[config.mk]
export PLATFORM = sky130hd
export DESIGN_NAME = regflgwei_loader
export DESIGN_NICKNAME = d
export VERILOG_FILES = /design/src/rtl/regflgwei_loader.sv
export SDC_FILE = /design/constraint.sdc
export NUM_CORES = 1
export LEC_CHECK = 0
export ABC_CLOCK_PERIOD_IN_PS = 25700
export CAP_MARGIN = 20
export CORE_MARGIN = 8
export CORE_UTILIZATION = 25
export DETAILED_ROUTE_END_ITERATION = 10
export DONT_BUFFER_PORTS = 1
export GPL_TIMING_DRIVEN = 0
export RECOVER_POWER = 50
export SETUP_SLACK_MARGIN = 0.02
export SYNTH_ARGS = -nofsm -noshare
export SYNTH_HDL_FRONTEND = slang
export SYNTH_SLANG_ARGS = --single-unit
[constraint.sdc]
create_clock -name i_clk -period 25.7 [get_ports i_clk]
set_clock_uncertainty 0.15 [all_clocks]
set_input_delay 5.14 -clock i_clk [delete_from_list [all_inputs] [get_ports i_clk]]
set_output_delay 5.14 -clock i_clk [all_outputs]
set_load 0.01 [all_outputs]
[src/rtl/regflgwei_loader.sv]
// rtl/regflgwei_loader.sv - fills per-PE flag/weight register files from the weight SRAM
// One job: clear and load each enabled PE in ascending order from contiguous SRAM rows.
module regflgwei_loader #(
    parameter int DATA_WIDTH = 32,
    parameter int WR_NUM     = 2,
    parameter int RD_NUM     = 27,
    parameter int NUM_PE     = 4,
    parameter int SRAM_AW    = 10
) (
    input  logic                         i_clk,
    input  logic                         i_reset,
    input  logic                         i_cfg_val,
    output logic                         o_cfg_rdy,
    input  logic [SRAM_AW-1:0]           i_cfg_base_addr,
    input  logic [NUM_PE-1:0]            i_cfg_pe_mask,
    output logic                         o_busy,
    output logic                         o_job_done,
    output logic                         o_sram_rd_en,
    output logic [SRAM_AW-1:0]           o_sram_rd_addr,
    input  logic [DATA_WIDTH*WR_NUM-1:0] i_sram_rd_data,
    output logic [NUM_PE-1:0]            o_regf_reset,
    output logic [NUM_PE-1:0]            o_regf_val,
    input  logic [NUM_PE-1:0]            i_regf_rdy,
    output logic [DATA_WIDTH*WR_NUM-1:0] o_regf_data,
    input  logic [NUM_PE-1:0]            i_regf_full
);
    localparam int ROW_W = DATA_WIDTH * WR_NUM;
    localparam int BEATS = (RD_NUM + 1) / WR_NUM;
    localparam int PE_W  = (NUM_PE > 1) ? $clog2(NUM_PE) : 1;
    localparam int BC_W  = $clog2(BEATS + 1);

    if ((RD_NUM + 1) % WR_NUM != 0) begin : g_bad_beats
        $error("RD_NUM+1 must be a multiple of WR_NUM");
    end
    if (NUM_PE < 1 || NUM_PE > 16) begin : g_bad_num_pe
        $error("NUM_PE must be in 1..16");
    end

    localparam logic [2:0] S_IDLE  = 3'd0;
    localparam logic [2:0] S_SCAN  = 3'd1;
    localparam logic [2:0] S_CLR   = 3'd2;
    localparam logic [2:0] S_LOAD  = 3'd3;
    localparam logic [2:0] S_WAITF = 3'd4;
    localparam logic [2:0] S_DONE  = 3'd5;

    logic [2:0]         r_state;
    logic [PE_W-1:0]    r_pe;
    logic [NUM_PE-1:0]  r_mask;
    logic [SRAM_AW-1:0] r_addr;
    logic [BC_W-1:0]    r_beat_cnt;
    logic [BC_W-1:0]    r_issued;
    logic [ROW_W-1:0]   r_fifo0;
    logic [ROW_W-1:0]   r_fifo1;
    logic [1:0]         r_count;
    logic               r_inflight;

    logic [NUM_PE-1:0]  w_pe_onehot;
    logic               w_last_pe;
    logic               w_in_load;
    logic               w_have;
    logic               w_accept;
    logic               w_rd_en;
    logic               w_push;
    logic               w_pop;
    logic               w_last_beat;

    assign w_pe_onehot = NUM_PE'(1) << r_pe;
    assign w_last_pe   = (r_pe == PE_W'(NUM_PE - 1));
    assign w_in_load   = (r_state == S_LOAD);
    // The returning row is offered directly while it is still in flight, giving one beat per cycle.
    assign w_have      = (r_count != 2'd0) || r_inflight;
    assign w_accept    = w_in_load && w_have && i_regf_rdy[r_pe];
    assign w_rd_en     = w_in_load && (r_issued < BC_W'(BEATS))
                         && ((3'(r_count) + 3'(r_inflight)) < 3'd2);
    assign w_push      = r_inflight && !(w_accept && (r_count == 2'd0));
    assign w_pop       = w_accept && (r_count != 2'd0);
    assign w_last_beat = w_accept && (r_beat_cnt == BC_W'(BEATS - 1));

    assign o_cfg_rdy      = (r_state == S_IDLE);
    assign o_busy         = (r_state != S_IDLE);
    assign o_job_done     = (r_state == S_DONE);
    assign o_sram_rd_en   = w_rd_en;
    assign o_sram_rd_addr = r_addr;
    assign o_regf_reset   = (r_state == S_CLR) ? w_pe_onehot : '0;
    assign o_regf_val     = (w_in_load && w_have) ? w_pe_onehot : '0;
    assign o_regf_data    = (r_count != 2'd0) ? r_fifo0 : (r_inflight ? i_sram_rd_data : '0);

    always_ff @(posedge i_clk) begin
        if (i_reset) begin
            r_state    <= S_IDLE;
            r_pe       <= '0;
            r_mask     <= '0;
            r_addr     <= '0;
            r_beat_cnt <= '0;
            r_issued   <= '0;
            r_count    <= 2'd0;
            r_inflight <= 1'b0;
        end else begin
            case (r_state)
                S_IDLE: if (i_cfg_val) begin
                    r_addr  <= i_cfg_base_addr;
                    r_mask  <= i_cfg_pe_mask;
                    r_pe    <= '0;
                    r_state <= S_SCAN;
                end
                S_SCAN: begin
                    if (r_mask[r_pe])   r_state <= S_CLR;
                    else if (w_last_pe) r_state <= S_DONE;
                    else                r_pe    <= r_pe + PE_W'(1);
                end
                S_CLR: begin
                    r_beat_cnt <= '0;
                    r_issued   <= '0;
                    r_state    <= S_LOAD;
                end
                S_LOAD: if (w_last_beat) r_state <= S_WAITF;
                // A stale full flag is only looked at here, after the new set has been written.
                S_WAITF: if (i_regf_full[r_pe]) begin
                    if (w_last_pe) r_state <= S_DONE;
                    else begin
                        r_pe    <= r_pe + PE_W'(1);
                        r_state <= S_SCAN;
                    end
                end
                S_DONE:  r_state <= S_IDLE;
                default: r_state <= S_IDLE;
            endcase
            if (w_rd_en) begin
                r_addr   <= r_addr + SRAM_AW'(1);
                r_issued <= r_issued + BC_W'(1);
            end
            if (w_accept) r_beat_cnt <= r_beat_cnt + BC_W'(1);
            r_inflight <= w_rd_en;
            case ({w_push, w_pop})
                2'b10:   r_count <= r_count + 2'd1;
                2'b01:   r_count <= r_count - 2'd1;
                default: r_count <= r_count;
            endcase
        end
    end

    always_ff @(posedge i_clk) begin
        if (w_push && w_pop) begin
            if (r_count == 2'd2) begin
                r_fifo0 <= r_fifo1;
                r_fifo1 <= i_sram_rd_data;
            end else begin
                r_fifo0 <= i_sram_rd_data;
            end
        end else if (w_pop) begin
            r_fifo0 <= r_fifo1;
        end else if (w_push) begin
            if (r_count == 2'd0) r_fifo0 <= i_sram_rd_data;
            else                 r_fifo1 <= i_sram_rd_data;
        end
    end
endmodule

* Yosys cells after proc, flatten, opt, wreduce, memory -nomap -nowiden
Index checks and enable logic that the tools add are counted.
** Cells by class
- Add/sub/neg operators :: 7
- Order comparisons :: 3
- Equal/unequal tests :: 18
- Shifts and indexed selects :: 1
- Multiplexer cells :: 39
- Reduce and logical (&&, ||, !) cells :: 30
** Operators with widths (count)
- $mux W64 :: 12
- $mux W10 :: 3
- $mux W4 :: 5
- $mux W3 :: 6
- $pmux W3 S5 :: 1
- $reduce_bool A2 Y1 :: 7
- $reduce_and A4 Y1 :: 3
- $reduce_bool A3 Y1 :: 4
- $add A10 B1 Y10 const B :: 1
- $logic_and A1 B1 Y1 :: 9
- $add A4 B1 Y4 const B :: 2
- $mux W2 :: 4
- $ne A2 B1 Y1 const B :: 4
- $bmux W1 S2 :: 3
- $eq A2 B2 Y1 const B :: 3
- $eq A3 B2 Y1 const B :: 2
- $eq A3 B3 Y1 const B :: 2
- $ne A2 B2 Y1 const B :: 3
- $pmux W2 S3 :: 1
- $reduce_and A2 Y1 :: 3
- $add A2 B1 Y2 const B :: 2
- $eq A4 B4 Y1 const B :: 1
- $lt A4 B4 Y1 const B :: 1
- $pmux W2 S2 :: 1
- 13 further kinds :: 15
** Word-level totals
- Register bits :: 158
- Logic and storage cells :: 108

* Depth between registers and ports, before layout
- Word-level depth :: 10
- Mapped depth :: 11
- Mapped depth without buffers :: 8

* Least setup slack after synthesis
OpenSTA, ideal clock, no wires.
- Path type :: input port to flip-flop
- From :: input i_regf_rdy[3]
- To :: register r_fifo1[0], enable pin
- Setup time :: 0.829 ns
- Arrival :: 16.334 ns
- Path slack :: 8.387 ns
- Stages on the path :: 7
- Cell sequence :: mux4_2 -> nand3_1 -> o21ai_0 -> inv_1 -> ha_1 -> nor2_1 -> a2111oi_0
** On the way
- Word-level cells in the longest chain between the ends :: 9
** Ends and longest elaborated chain
- start: declaration :: RTL line 23 : input logic [NUM_PE-1:0] i_regf_rdy,
- $bmux W1 S2 * :: RTL line 72 : assign w_accept = w_in_load && w_have && i_regf_rdy[r_pe];
- $mux W1 (implied by the code) * :: RTL line 72
- $logic_and A1 B1 Y1 * :: RTL line 72
- $logic_and A1 B1 Y1 :: RTL line 75 : assign w_push = r_inflight && !(w_accept && (r_count == 2'd0));
- $logic_not A1 Y1 :: RTL line 75
- $logic_and A1 B1 Y1 :: RTL line 75
- $logic_and A1 B1 Y1 :: RTL line 143 : if (w_push && w_pop) begin
- $ne A2 B1 Y1 (no source line) / $reduce_bool A2 Y1 (equally long branches)
- $reduce_and A4 Y1 (no source line) *
- end signal: assignment :: RTL line 146 : r_fifo1 <= i_sram_rd_data;
- end signal: assignment :: RTL line 154 : else r_fifo1 <= i_sram_rd_data;
- end: declaration :: RTL line 53 : logic [ROW_W-1:0] r_fifo1;
Mark *: on every way between the ends. The rest lies on a longest branch, timed or not. The select of a mux whose other input is x is not followed.
A chain may end at the register's enable or synchronous reset.

* Worst setup path in the final report
- From :: input i_sram_rd_data[53]
- To :: output o_regf_data[53]
** On the way
- Word-level cells in the longest chain between the ends :: 2
** Ends and longest elaborated chain
- start: declaration :: RTL line 20 : input logic [DATA_WIDTH*WR_NUM-1:0] i_sram_rd_data,
- $mux W64 (2 in a row) :: RTL line 86 : assign o_regf_data = (r_count != 2'd0) ? r_fifo0 : (r_inflight ? i_sram_rd_data : '0);
- end: declaration :: RTL line 24 : output logic [DATA_WIDTH*WR_NUM-1:0] o_regf_data,
No other way between the ends.

==> impl_results.md <==
- Status: finished, violations left
- Failing checks: max-capacitance violations, max-slew violations
- Power Total: roughly 0.00057 W
- First-pass GRT wire length: between 20,000 and 30,000 µm
- Yosys top cell by area: edfxtp_1
- Final setup fails: 0
- Total of max-cap violations: 1
- Syn-to-layout area delta: 15.72%
- R2R depth: 7
- FFs w/ async S/R, synth: 0%
- Flops & latches, synth: ~160
- TritonCTS buffer count: 17
- Worst Tran Pin Value: between 2 and 3 ns
- Detail Placement HPWL: 14,020 µm
- Count leader, synth: nand2_1
- RSZ-0062 raised after global routing: no
- Number of remaining DRC errors: 0
- Routed wl met3: 1398 µm
- CTS max path bufs: 2
- Met2 routed WL: about 9000 µm
- Crit path capture type: primary output
- R2R Setup Slk: between 15 and 20 ns
- Worst-skew pair later-pin latency: about 0.44 ns
- Slew Viols, Final: 17
- Chip width: roughly 190 µm
- Vias per inst: 4.661
- WP buf/inv: 0
- Syn Nets: 750
- Filler instances: just over 3,000
- Post-Synthesis Cells: 650
- Layout cells sized above 1: between 10% and 20%
- Initial Util: between 20% and 30%
- Crit Path Class: input port to primary output
- Pleak: about 3.1 nW
- H-tree depth: 4
- P per Cell Area: ~67 nW/µm²
- Worst Hold Launch: r_mask[1]$_SDFFE_PP0P_
- Post-CTS sizing: 0
- Primary FF master, synth: edfxtp_1
- Worst Path Arrival: ~5.4 ns
- Min-Delay Path Class: flip-flop to flip-flop
- Top cells by count, synth: nand2_1, edfxtp_1, nand3_1
- Synthesis warning total: 0
- Slowest CP cell: nand2_1
- CP required: ~20 ns
- Vias: a little over 5,000
- Startpoint of the worst-slack reg-to-reg timing path: r_state[0]$_SDFFE_PP0P_
- Drt first pass iters: 6
- Critical Path Max Stage Delay: around 0.23 ns
- Wirelength per Cell: 17.67 µm
- CP delay by family, top: simple AND/OR/NAND/NOR gates
- Final Hold Fails: 0
- Fin nets: a little under 800
- IO Count: 175
- Worst flop-to-flop path endpoint: r_fifo0[43]$_DFFE_PP_
- Largest net degree at the start of global routing: 23
- Placer congestion estimate: about 0.80
- Wl on met1: approximately 8600 µm
- Post-synth EDFFs: around 130
- Worst Path Max Fanout: 3
- Mapped Area: 7386 µm²
- Sequential-to-total area share from yosys stat: 60.17%
- Gr ovfl total: 0
- Number of global-route vias before repair: slightly above 5,000
- Antenna violations before repair: 0
- Clock transition at path regs: ~0.070 ns
- Setup TNS: 0 ns
- Sink Count: 158
- Startpoint types: input port
- WHS Endpoint: r_mask[1]$_SDFFE_PP0P_
- ANT nets after route: 0
- Slew margin rel.: -71.49%
- Total setup buffers inserted after CTS: 0
- Rows: 63
- Uppermost layer routed: met4
- Synth unique cells: 49
- Routed wire length: 19,210 µm
- Synthesized area per cell: around 11 µm²
- N_diodes: 0
- Gr usage total: 10.78%
- Dominant cells by area after synthesis: edfxtp_1, mux2_2, dfxtp_1, nand2_1, nand3_1
- Tcrit/Tclk final: a little over two fifths
- Synth top area share: 52.04%
- CTS root buf: clkbuf_16
- Port bufs: 0
- Fin crit period: approximately 11 ns
- Initial drt markers: 250
- Die Area: between 30,000 and 40,000 µm²
- Chip height: between 150 and 200 µm
- Core area: just under 30,000 µm²
- TritonCTS clock tree: built
- Worst VDD drop: approximately 0.037 mV
- Cells along the critical path: nand3_1 > nand2_1
- Cts hold-fix bufs: 0
- F_max: approximately 93 MHz
- Worst Hold Path Cells: 2
==> layout make-up <==
class                      instances  area [µm²]  area share [%]
inverter                          12       45.04          0.5270
tap                              390       488.0           5.709
sequential                       158        4444           52.00
clock buffer                      17       425.4           4.977
clock inverter                    15       162.7           1.903
timing repair buffer              15       87.58           1.025
buffer                            42       210.2           2.459
multi-input combinational        438        2684           31.40
==> registers in the layout, summed over array words and instances (netlist names) <==
register        count
o_sram_rd_addr     10
r_beat_cnt          4
r_count             2
r_fifo0            64
r_fifo1            64
r_inflight          1
r_issued            4
r_mask              4
r_pe                2
r_state             3
==> worst register-to-register path, delay by kind of cell (launching register included) <==
kind / cells / cell delay (ns)
and+or+nand+nor: 2 / 0.56
buffers and inverters: 4 / 2.36
DFF: 1 / 0.32
AOI/OAI and AO/OA: 1 / 2.00
==> how the worst max path moves through the flow <==
stage	startpoint	endpoint	slack, ns	depth (start not counted)
after floorplan	i_regf_rdy[3]	r_fifo1[0]$_DFFE_PP_	8.39	7
after global placement	i_regf_rdy[3]	r_fifo1[45]$_DFFE_PP_	1.19	7
after detailed placement	i_sram_rd_data[53]	o_regf_data[53]	14.98	2
after CTS	i_sram_rd_data[53]	o_regf_data[53]	14.98	2
after global routing	i_sram_rd_data[13]	o_regf_data[13]	14.96	2
final	i_sram_rd_data[53]	o_regf_data[53]	14.98	2
==> kinds of logic after synthesis <==
group | share of synthesized area (%)
simple gates | 17.62
fa+ha+maj | 1.863
mux | 11.05
compound gates | 5.218
buf+inv | 3.490
xor+xnor | 0.5930
flops | 60.17
==> metrics by stage <==
stage | setup slack (ns) | std cells | hold WS (ns) | util (%) | cell area [µm²]
2_1_floorplan | 8.387 | 650 | 0.2955 | - | 7386
3_3_place_gp | 1.192 | 1040 | 0.3091 | 26.78 | 7874
3_5_place_dp | 14.98 | 1055 | 0.3207 | 27.41 | 8059
4_1_cts | 14.98 | 1087 | 0.3315 | 29.41 | 8647
5_1_grt | 14.96 | 1087 | 0.3629 | 29.07 | 8547
6_report | 14.98 | 1087 | 0.3301 | 29.07 | 8547
==> power by group <==
part | total (W) | leakage, nW | internal (W) | switching, W
clock | 0.000257 | 0.284 | 0.000145 | 0.000113
sequential | 0.000284 | 1.39 | 0.000280 | 0.00000478
combinational | 0.0000319 | 1.40 | 0.0000137 | 0.0000181
total | 0.000573 | 3.07 | 0.000438 | 0.000136
==> layer usage <==
metal / vias up / track usage (%)
li1: 2419 / -
met1: 2455 / 14.01
met2: 177 / 16.75
met3: 15 / 3.529
met4: 0 / 3.424
met5: - / 0
==> cells in the final DEF, fill, tap and decap left out, types with 5 or more instances in the layout <==
master and count:
o21ai_0 11, nand3_1 74, clkbuf_16 17, clkbuf_1 29, nand2_1 148, nor3_1 5, buf_6 7, edfxtp_1 128
buf_4 6, buf_1 8, and3_1 14, ha_1 11, mux2_1 7, inv_1 11, dfxtp_1 30, nor2_1 28
or3_1 7, mux2i_1 5, buf_2 7, clkinv_4 6, mux2_2 57, a21oi_1 21
(Power assumes the default switching activity.)
